## src/rtl/lsu_ctrl_pkg.sv

```systemverilog
// Shared definitions for the load/store initiator: bus width, access-size
// encodings (common with the data memory) and controller state encodings.
package lsu_ctrl_pkg;

    localparam int BUS_WIDTH = 32;

    typedef enum logic [1:0] {
        BYTE         = 2'b00,
        HALF_WORD    = 2'b01,
        WORD         = 2'b10,
        SIZE_ILLEGAL = 2'b11
    } lsu_size_e;

    typedef enum logic [1:0] {
        IDLE   = 2'b00,
        ACCESS = 2'b01,
        SPLIT  = 2'b10,
        RESP   = 2'b11
    } lsu_state_e;

    function automatic logic [2:0] size_nbytes(input logic [1:0] size);
        case (size)
            BYTE:      return 3'd1;
            HALF_WORD: return 3'd2;
            default:   return 3'd4;
        endcase
    endfunction

    function automatic logic is_aligned(input logic [1:0] size, input logic [1:0] addr_lo);
        case (size)
            BYTE:      return 1'b1;
            HALF_WORD: return ~addr_lo[0];
            WORD:      return (addr_lo == 2'b00);
            default:   return 1'b0;
        endcase
    endfunction

endpackage

```

## src/rtl/lsu_extend.sv

```systemverilog
// Zero/sign extension of a right-aligned value according to its access size;
// used on the byte-assembled result of split loads.
module lsu_extend #(
    parameter int BUS_WIDTH = 32
) (
    input  logic [1:0]           size,
    input  logic                 sext,
    input  logic [BUS_WIDTH-1:0] data,
    output logic [BUS_WIDTH-1:0] ext
);
    import lsu_ctrl_pkg::*;

    always_comb begin
        ext = data;
        case (size)
            BYTE:      ext = {{(BUS_WIDTH-8){sext & data[7]}}, data[7:0]};
            HALF_WORD: ext = {{(BUS_WIDTH-16){sext & data[15]}}, data[15:0]};
            default:   ext = data;
        endcase
    end

endmodule

```

## src/rtl/lsu_ctrl.sv

```systemverilog
// Load/store initiator: one request at a time, aligned accesses go out natively,
// misaligned half/word accesses are split into byte accesses and reassembled.
module lsu_ctrl #(
    parameter int BUS_WIDTH = lsu_ctrl_pkg::BUS_WIDTH,
    parameter int MEM_BYTES = 256
) (
    input  logic                 clk,
    input  logic                 rst,
    input  logic                 req_valid,
    output logic                 req_ready,
    input  logic                 req_we,
    input  logic [BUS_WIDTH-1:0] req_addr,
    input  logic [BUS_WIDTH-1:0] req_wdata,
    input  logic [1:0]           req_size,
    input  logic                 req_sext,
    output logic                 resp_valid,
    output logic [BUS_WIDTH-1:0] resp_rdata,
    output logic                 resp_err,
    output logic [BUS_WIDTH-1:0] mem_addr,
    output logic [BUS_WIDTH-1:0] mem_wdata,
    output logic                 mem_we,
    output logic [1:0]           mem_size,
    output logic                 mem_sz_ex,
    input  logic [BUS_WIDTH-1:0] mem_rdata
);
    import lsu_ctrl_pkg::*;

    lsu_state_e           state_reg, state_next;
    logic                 we_reg, sext_reg, err_reg;
    logic [BUS_WIDTH-1:0] addr_reg, wdata_reg, rdata_reg;
    logic [1:0]           size_reg, k_reg;

    logic [2:0]           req_nbytes;
    logic [BUS_WIDTH:0]   req_last;
    logic                 req_err, req_aligned;
    logic [1:0]           last_k;
    logic                 split_last;
    logic [7:0]           split_byte;
    logic [BUS_WIDTH-1:0] asm_word, ext_word;

    // One extra bit on the end address keeps requests near the top of the
    // address space from wrapping back into the legal range.
    assign req_nbytes  = size_nbytes(req_size);
    assign req_last    = {1'b0, req_addr} + (BUS_WIDTH+1)'(req_nbytes - 3'd1);
    assign req_err     = (req_size == SIZE_ILLEGAL) || (req_last >= (BUS_WIDTH+1)'(MEM_BYTES));
    assign req_aligned = is_aligned(req_size, req_addr[1:0]);

    assign last_k     = (size_reg == HALF_WORD) ? 2'd1 : 2'd3;
    assign split_last = (k_reg == last_k);
    assign split_byte = wdata_reg[{k_reg, 3'b000} +: 8];

    // Assembly lanes; the lane being read this cycle bypasses its register so
    // the final byte is available to the extender in the last SPLIT cycle.
    generate
        for (genvar gi = 0; gi < 4; gi++) begin : g_lane
            logic [7:0] lane_reg;
            logic       lane_hit;

            assign lane_hit = (state_reg == SPLIT) && (k_reg == 2'(gi));
            assign asm_word[8*gi +: 8] = lane_hit ? mem_rdata[7:0] : lane_reg;

            always_ff @(posedge clk or negedge rst) begin
                if (!rst)
                    lane_reg <= 8'h00;
                else if (lane_hit)
                    lane_reg <= mem_rdata[7:0];
            end
        end
        if (BUS_WIDTH > 32) begin : g_asm_pad
            assign asm_word[BUS_WIDTH-1:32] = '0;
        end
    endgenerate

    lsu_extend #(.BUS_WIDTH(BUS_WIDTH)) u_extend (
        .size (size_reg),
        .sext (sext_reg),
        .data (asm_word),
        .ext  (ext_word)
    );

    always_ff @(posedge clk or negedge rst) begin
        if (!rst)
            state_reg <= IDLE;
        else
            state_reg <= state_next;
    end

    always_comb begin
        state_next = state_reg;
        case (state_reg)
            IDLE: begin
                if (req_valid) begin
                    if (req_err)
                        state_next = RESP;
                    else if (req_aligned)
                        state_next = ACCESS;
                    else
                        state_next = SPLIT;
                end
            end
            ACCESS:  state_next = RESP;
            SPLIT:   state_next = split_last ? RESP : SPLIT;
            RESP:    state_next = IDLE;
            default: state_next = IDLE;
        endcase
    end

    always_comb begin
        req_ready  = (state_reg == IDLE);
        resp_valid = (state_reg == RESP);
        resp_rdata = (state_reg == RESP) ? rdata_reg : '0;
        resp_err   = (state_reg == RESP) && err_reg;
        mem_addr   = '0;
        mem_wdata  = '0;
        mem_we     = 1'b0;
        mem_size   = BYTE;
        mem_sz_ex  = 1'b0;
        case (state_reg)
            ACCESS: begin
                mem_addr  = addr_reg;
                mem_wdata = wdata_reg;
                mem_we    = we_reg;
                mem_size  = size_reg;
                mem_sz_ex = sext_reg;
            end
            SPLIT: begin
                mem_addr  = addr_reg + BUS_WIDTH'(k_reg);
                mem_wdata = {{(BUS_WIDTH-8){1'b0}}, split_byte};
                mem_we    = we_reg;
            end
            default: ;
        endcase
    end

    always_ff @(posedge clk or negedge rst) begin
        if (!rst) begin
            we_reg    <= 1'b0;
            sext_reg  <= 1'b0;
            err_reg   <= 1'b0;
            addr_reg  <= '0;
            wdata_reg <= '0;
            rdata_reg <= '0;
            size_reg  <= BYTE;
            k_reg     <= 2'd0;
        end else begin
            case (state_reg)
                IDLE: begin
                    if (req_valid) begin
                        we_reg    <= req_we;
                        sext_reg  <= req_sext;
                        addr_reg  <= req_addr;
                        wdata_reg <= req_wdata;
                        size_reg  <= req_size;
                        err_reg   <= req_err;
                        rdata_reg <= '0;
                        k_reg     <= 2'd0;
                    end
                end
                ACCESS: rdata_reg <= we_reg ? '0 : mem_rdata;
                SPLIT: begin
                    k_reg <= k_reg + 2'd1;
                    if (split_last)
                        rdata_reg <= we_reg ? '0 : ext_word;
                end
                RESP: begin
                    rdata_reg <= '0;
                    err_reg   <= 1'b0;
                end
                default: ;
            endcase
        end
    end

endmodule

```

## config.mk

```make
export PLATFORM = sky130hd
export DESIGN_NAME = lsu_ctrl
export DESIGN_NICKNAME = d
export VERILOG_FILES = /design/src/rtl/lsu_ctrl_pkg.sv /design/src/rtl/lsu_extend.sv /design/src/rtl/lsu_ctrl.sv
export SDC_FILE = /design/constraint.sdc
export NUM_CORES = 1
export LEC_CHECK = 0
export ABC_AREA = 0
export CORE_MARGIN = 5
export CORE_UTILIZATION = 53
export CTS_BUF_LIST = sky130_fd_sc_hd__clkbuf_4
export DETAILED_ROUTE_END_ITERATION = 12
export PLACE_DENSITY = 0.83
export SLEW_MARGIN = 20
export SYNTH_ARGS = -nofsm -noshare
export SYNTH_HDL_FRONTEND = slang
export SYNTH_HIERARCHICAL = 1
export SYNTH_SLANG_ARGS = --single-unit
```

## constraint.sdc

```tcl
create_clock -name clk -period 3.5 [get_ports clk]
set_clock_uncertainty 0.15 [all_clocks]
set_input_delay 0.7 -clock clk [delete_from_list [all_inputs] [get_ports clk]]
set_output_delay 0.7 -clock clk [all_outputs]
set_load 0.1 [all_outputs]
```

Yosys cells after proc, flatten, opt, wreduce, memory -nomap -nowiden
Cells that the tools add are included.

word-level totals
  bits in registers = 137
  output and inout port bits = 103

operators by class
  $add $sub $neg = 4
  magnitude comparators = 1
  equal/unequal tests = 13
  shifts and indexed selects = 1
  multiplexer cells = 28
  bitwise logic cells = 3
  reduce and logical (&&, ||, !) cells = 18

operators with widths
  cell                                                                     count
  32-bit one-hot mux with 2 select lines                                   3
  32-bit two-way mux                                                       5
  32-bit one-hot mux with 4 select lines                                   1
  32-bit by 33-bit adder with 33-bit output                                1
  33-bit by 9-bit >= comparator with 1-bit output (second input constant)  1
  32-bit by 2-bit adder with 32-bit output                                 1
  8-bit two-way mux                                                        4
  32-bit by 6-bit indexed part select with 8-bit output                    1
  2-bit equality test (second input constant)                              6
  2-bit two-way mux                                                        6
  2-bit zero test                                                          5
  2-bit by 1-bit equality test with 1-bit output (second input constant)   4
  2-bit one-hot mux with 4 select lines                                    1
  2-bit AND reduction                                                      4
  3-bit one-hot mux with 2 select lines                                    1
  1-bit logical AND                                                        5
  1-bit two-way mux                                                        4
  2-bit inequality test (second input constant)                            2
  2-bit one-hot mux with 2 select lines                                    1
  2-bit nonzero test                                                       2
  3-bit by 1-bit subtractor with 4-bit output (second input constant)      1
  1-bit one-hot mux with 3 select lines                                    1
  2-bit by 1-bit adder with 2-bit output (second input constant)           1
  1-bit AND                                                                2
  5 further kinds                                                          5

Longest topological paths before layout
  depth in word-level cells = 9
  gate-level depth with buffers = 12
  depth with buffers taken out = 12

Hierarchy
The synthesis kept the hierarchy.

by module, submodules not included
  module      times used  cells each  area each (µm²)  sequential area each (µm²)
  lsu_ctrl    1           905         8790.9           3428.3
  lsu_extend  1           66          385.4            0.0

Worst setup path before layout
No wires, ideal clock.

  kind = reg2out
  from = register k_reg[0]
  to = output port mem_addr[28]
  arrival time = 4234 ps
  required time = 2650 ps
  path slack = -1584 ps
  cell stages (with the launch flop) = 11
  buffers on the path = 0
  cells stage by stage = dfrtp_1 > ha_1 > fa_1 > nand3_1 > nor2_1 > nand4_1 > nor3_1 > and3_1 > nand3_1 > xor2_1 > o21ai_0

between the ends
  word-level cells in the longest chain between the ends = 2

ends and longest elaborated chain
  item                                      RTL line         RTL
  start, declared                           lsu_ctrl.sv:31   logic [1:0] size_reg, k_reg;
  start signal, assigned                    lsu_ctrl.sv:161  k_reg <= k_reg + 2'd1;
  32-bit by 2-bit adder with 32-bit output  lsu_ctrl.sv:127  mem_addr = addr_reg + BUS_WIDTH'(k_reg);
  32-bit one-hot mux with 2 select lines    lsu_ctrl.sv:118  case (state_reg)
  end, declared                             lsu_ctrl.sv:19   output logic [BUS_WIDTH-1:0] mem_addr,

No other way between the ends.

Worst setup path in the final report
  from = register addr_reg[0]
  to = output port mem_addr[28]

between the ends
  word-level cells in the longest chain between the ends = 2

ends and longest elaborated chain
  item                                      RTL line         RTL
  start, declared                           lsu_ctrl.sv:30   logic [BUS_WIDTH-1:0] addr_reg, wdata_reg, rdata_reg;
  start signal, assigned                    lsu_ctrl.sv:151  addr_reg <= req_addr;
  32-bit by 2-bit adder with 32-bit output  lsu_ctrl.sv:127
  32-bit one-hot mux with 2 select lines    lsu_ctrl.sv:118

No other way between the ends.

==> metrics.cfg <==
[logic_synthesis]
yosysMostFrequentCell=nand2_1
syn_avg_cell_area_um2=9.450
synth_xor_area_share_pct=1.336
synth_cell_types=66
synth-edff-count=0
netlist_top_cells_count=nand2_1, dfrtp_1, mux2_2
synth-simple-area-share_pct=16.93
synthMuxAreaShare_pct=15.24
synth-async-reset-ratio_pct=100.0
yosysTopAreaCell=dfrtp_1
ys_seq_area_share_pct=37.36
netlist_area_um2=9176
ys_ff_latch=137
synth_top_area_share_pct=37.36
synth_fa_ha_area_share_pct=5.618
synthCells=971
synth-main-ff-cell=dfrtp_1
synth-compound-area-share_pct=19.78
ys_warn_count=6
synthTopCellsByArea=dfrtp_1, mux2_2, nand2_1
synth_top_family_by_area=compound AO/OA/AOI/OAI gates

[finish]
fill_cells=1143
drive_above_1_share_pct=33.49
layout.nets=1393
diodes=0
syn2layout_area_growth_pct=46.40

[sta]
rsz0062_at_grt=true
setup_viol=20
hold_violations=0
fin_ws_ps=-437.6
relSlewSlack_pct=50.77
worst_slew_pin_slew_ps=738.4
fin_crit_ps=3938
finalCritPeriodShare_pct=112.5
fin_setup_tns_ps=-4490
final-max-slew-violation-count=0
fmax_ghz=0.2540

[route]
drc=0
drt-wirelength-per-cell_um=20.66
drtPass1Iterations=6
antenna_left=0
via_count=9065
wl_um=30740
vias_per_cell=6.092
drtIter0Drc=694

[critical_path]
r2r-end=rdata_reg[17]$_DFFE_PN0P_
startpoint_type=flop
crit_type=reg2out
worst_r2r_path_depth=11
crit_path_top_delay_cell=dfrtp_1
crit_path_end_kind=primary output
r2r-start=k_reg[1]$_DFFE_PN0P_
worstSetupStartpoint=addr_reg[0]$_DFFE_PN0P_
slowest_delay_ps=440
cp_cell_sequence=ha_4, fa_2, nand3_4, nor2_4, nand4_1, nor3_2, and3_4, nand3_2, xor2_1, o21ai_2, buf_12
rrSetupSlack_ps=320
worstPathArrival_ps=3090
worstPathRequired_ps=2650
cp_max_fo=5
critPathCapture=mem_addr[28]

[grt]
grt_pass1_vias=9094
overflow=0
grt_pass1_wl_um=48010
grt.total_usage_pct=29.77
antenna_found_initial=1
grt_max_degree=78

[cts]
insertion_delay_ps=570
htree_levels=4
path_clk_slew_ps=140
max-clock-path-buffers=2
cts_made_buffers=17
cts_tree=done
cts_sinks=137
ctsRootBufferMaster=clkbuf_4

[placement]
dp_hpwl_um=22270
gp_congestion=0.9521
dp_slack_ps=-723.0
portBuffers=205

[power]
power_density_nw_per_um2=1015
power.leakage_nw=5.759
irDropWorstVdd_mv=0.9563

[floorplanning]
core_um2=17120
die_area_um2=20040
die_y_um=141.6
start_util_pct=53.61
pin_count=206
rows=48
die_x_um=141.6

[run_status]
violations=negative setup slack
status=finished with violations

[run]
maxCapViolCount=0

[hold_path]
worstHoldPathType=reg2reg

[where the power goes]
group          internal [mW]  switching (mW)
combinational           3.48            5.94
clock                  0.525           0.710
sequential              2.32           0.665
total                   6.32            7.32
[placed cells by master (no fill, tap or decap), drive strengths merged, types with 17 or more instances in the layout]
cell type,n
ha,38
mux2,100
inv,17
nor2,29
clkdlybuf4s50,101
nand2,138
o21ai,94
a22oi,33
buf,194
conb,26
o31ai,39
dfrtp,137
a21oi,35
nand4,21
and3,35
clkbuf,20
and2,43
[metrics by stage]
step                      power (mW)  util (%)  std cells  area (um2)  hold slack, ps
after floorplan                9.107         -        996        9445           254.4
after global placement         11.78     73.91       1437       12650           303.5
after detailed placement       11.99     73.91       1437       12650           308.0
after CTS                      13.36     76.83       1479       13150           338.3
after global routing           14.24     78.49       1488       13430           357.1
final                          13.64     78.49       1488       13430           334.5
[how the worst min path moves through the flow]
stage / startpoint / endpoint / slack [ps] / cells after the start
after floorplan: rst / addr_reg[0]$_DFFE_PN0P_ / 250 / 0
after global placement: rdata_reg[9]$_DFFE_PN0P_ / rdata_reg[9]$_DFFE_PN0P_ / 300 / 2
after detailed placement: rdata_reg[6]$_DFFE_PN0P_ / rdata_reg[6]$_DFFE_PN0P_ / 310 / 2
after CTS: rdata_reg[6]$_DFFE_PN0P_ / rdata_reg[6]$_DFFE_PN0P_ / 340 / 2
after global routing: rdata_reg[24]$_DFFE_PN0P_ / rdata_reg[24]$_DFFE_PN0P_ / 360 / 2
final: rdata_reg[6]$_DFFE_PN0P_ / rdata_reg[6]$_DFFE_PN0P_ / 330 / 2
[critical path: cells and delay by family (launching register included)]
kind,cells,cell delay (ps)
buf+inv,1,190
flops,1,440
simple gates,6,1100
fa+ha+maj,2,440
compound gates,1,170
xor+xnor,1,160
[kinds of logic (layout without fill, tap and decap cells)]
| group | count (synthesis) | in the layout |
|---|---|---|
| AO/OA/AOI/OAI | 276 | 276 |
| XOR/XNOR | 14 | 14 |
| adder cells (fa/ha/maj) | 40 | 40 |
| buffers and inverters | 73 | 340 |
| flip-flops | 137 | 137 |
| multiplexers | 116 | 116 |
| other | 1 | 26 |
| AND/OR/NAND/NOR | 314 | 314 |
[area by class of cell]
class / count / area, um2 / share of cell area (%)
timing repair buffer: 299 / 3437 / 25.58
sequential: 137 / 3431 / 25.54
tap: 225 / 281.5 / 2.096
clock inverter: 15 / 205.2 / 1.527
inverter: 9 / 33.78 / 0.2515
multi-input combinational: 786 / 5918 / 44.05
clock buffer: 17 / 127.6 / 0.9500
[per-layer routing]
layer / track usage, % / share of wire (%) / vias up / wire length, um
met5: 0 / 0.042 / - / 13
li1: - / - / 4136 / -
met1: 38.22 / 40 / 4425 / 12410
met3: 7.010 / 7.3 / 84 / 2244
met4: 10.91 / 3.1 / 2 / 940
met2: 49.23 / 49 / 418 / 15140
[repair_timing]
item	4_1_cts	5_1_grt
setup buffers	9	11
endpoints found under the setup margin	33	33
cloned	0	1
pin swaps	17	24
endpoints found under the hold margin	3	0
resized for setup	28	53
hold buffers	1	0
No activity file was read; power rests on OpenSTA's default activity.
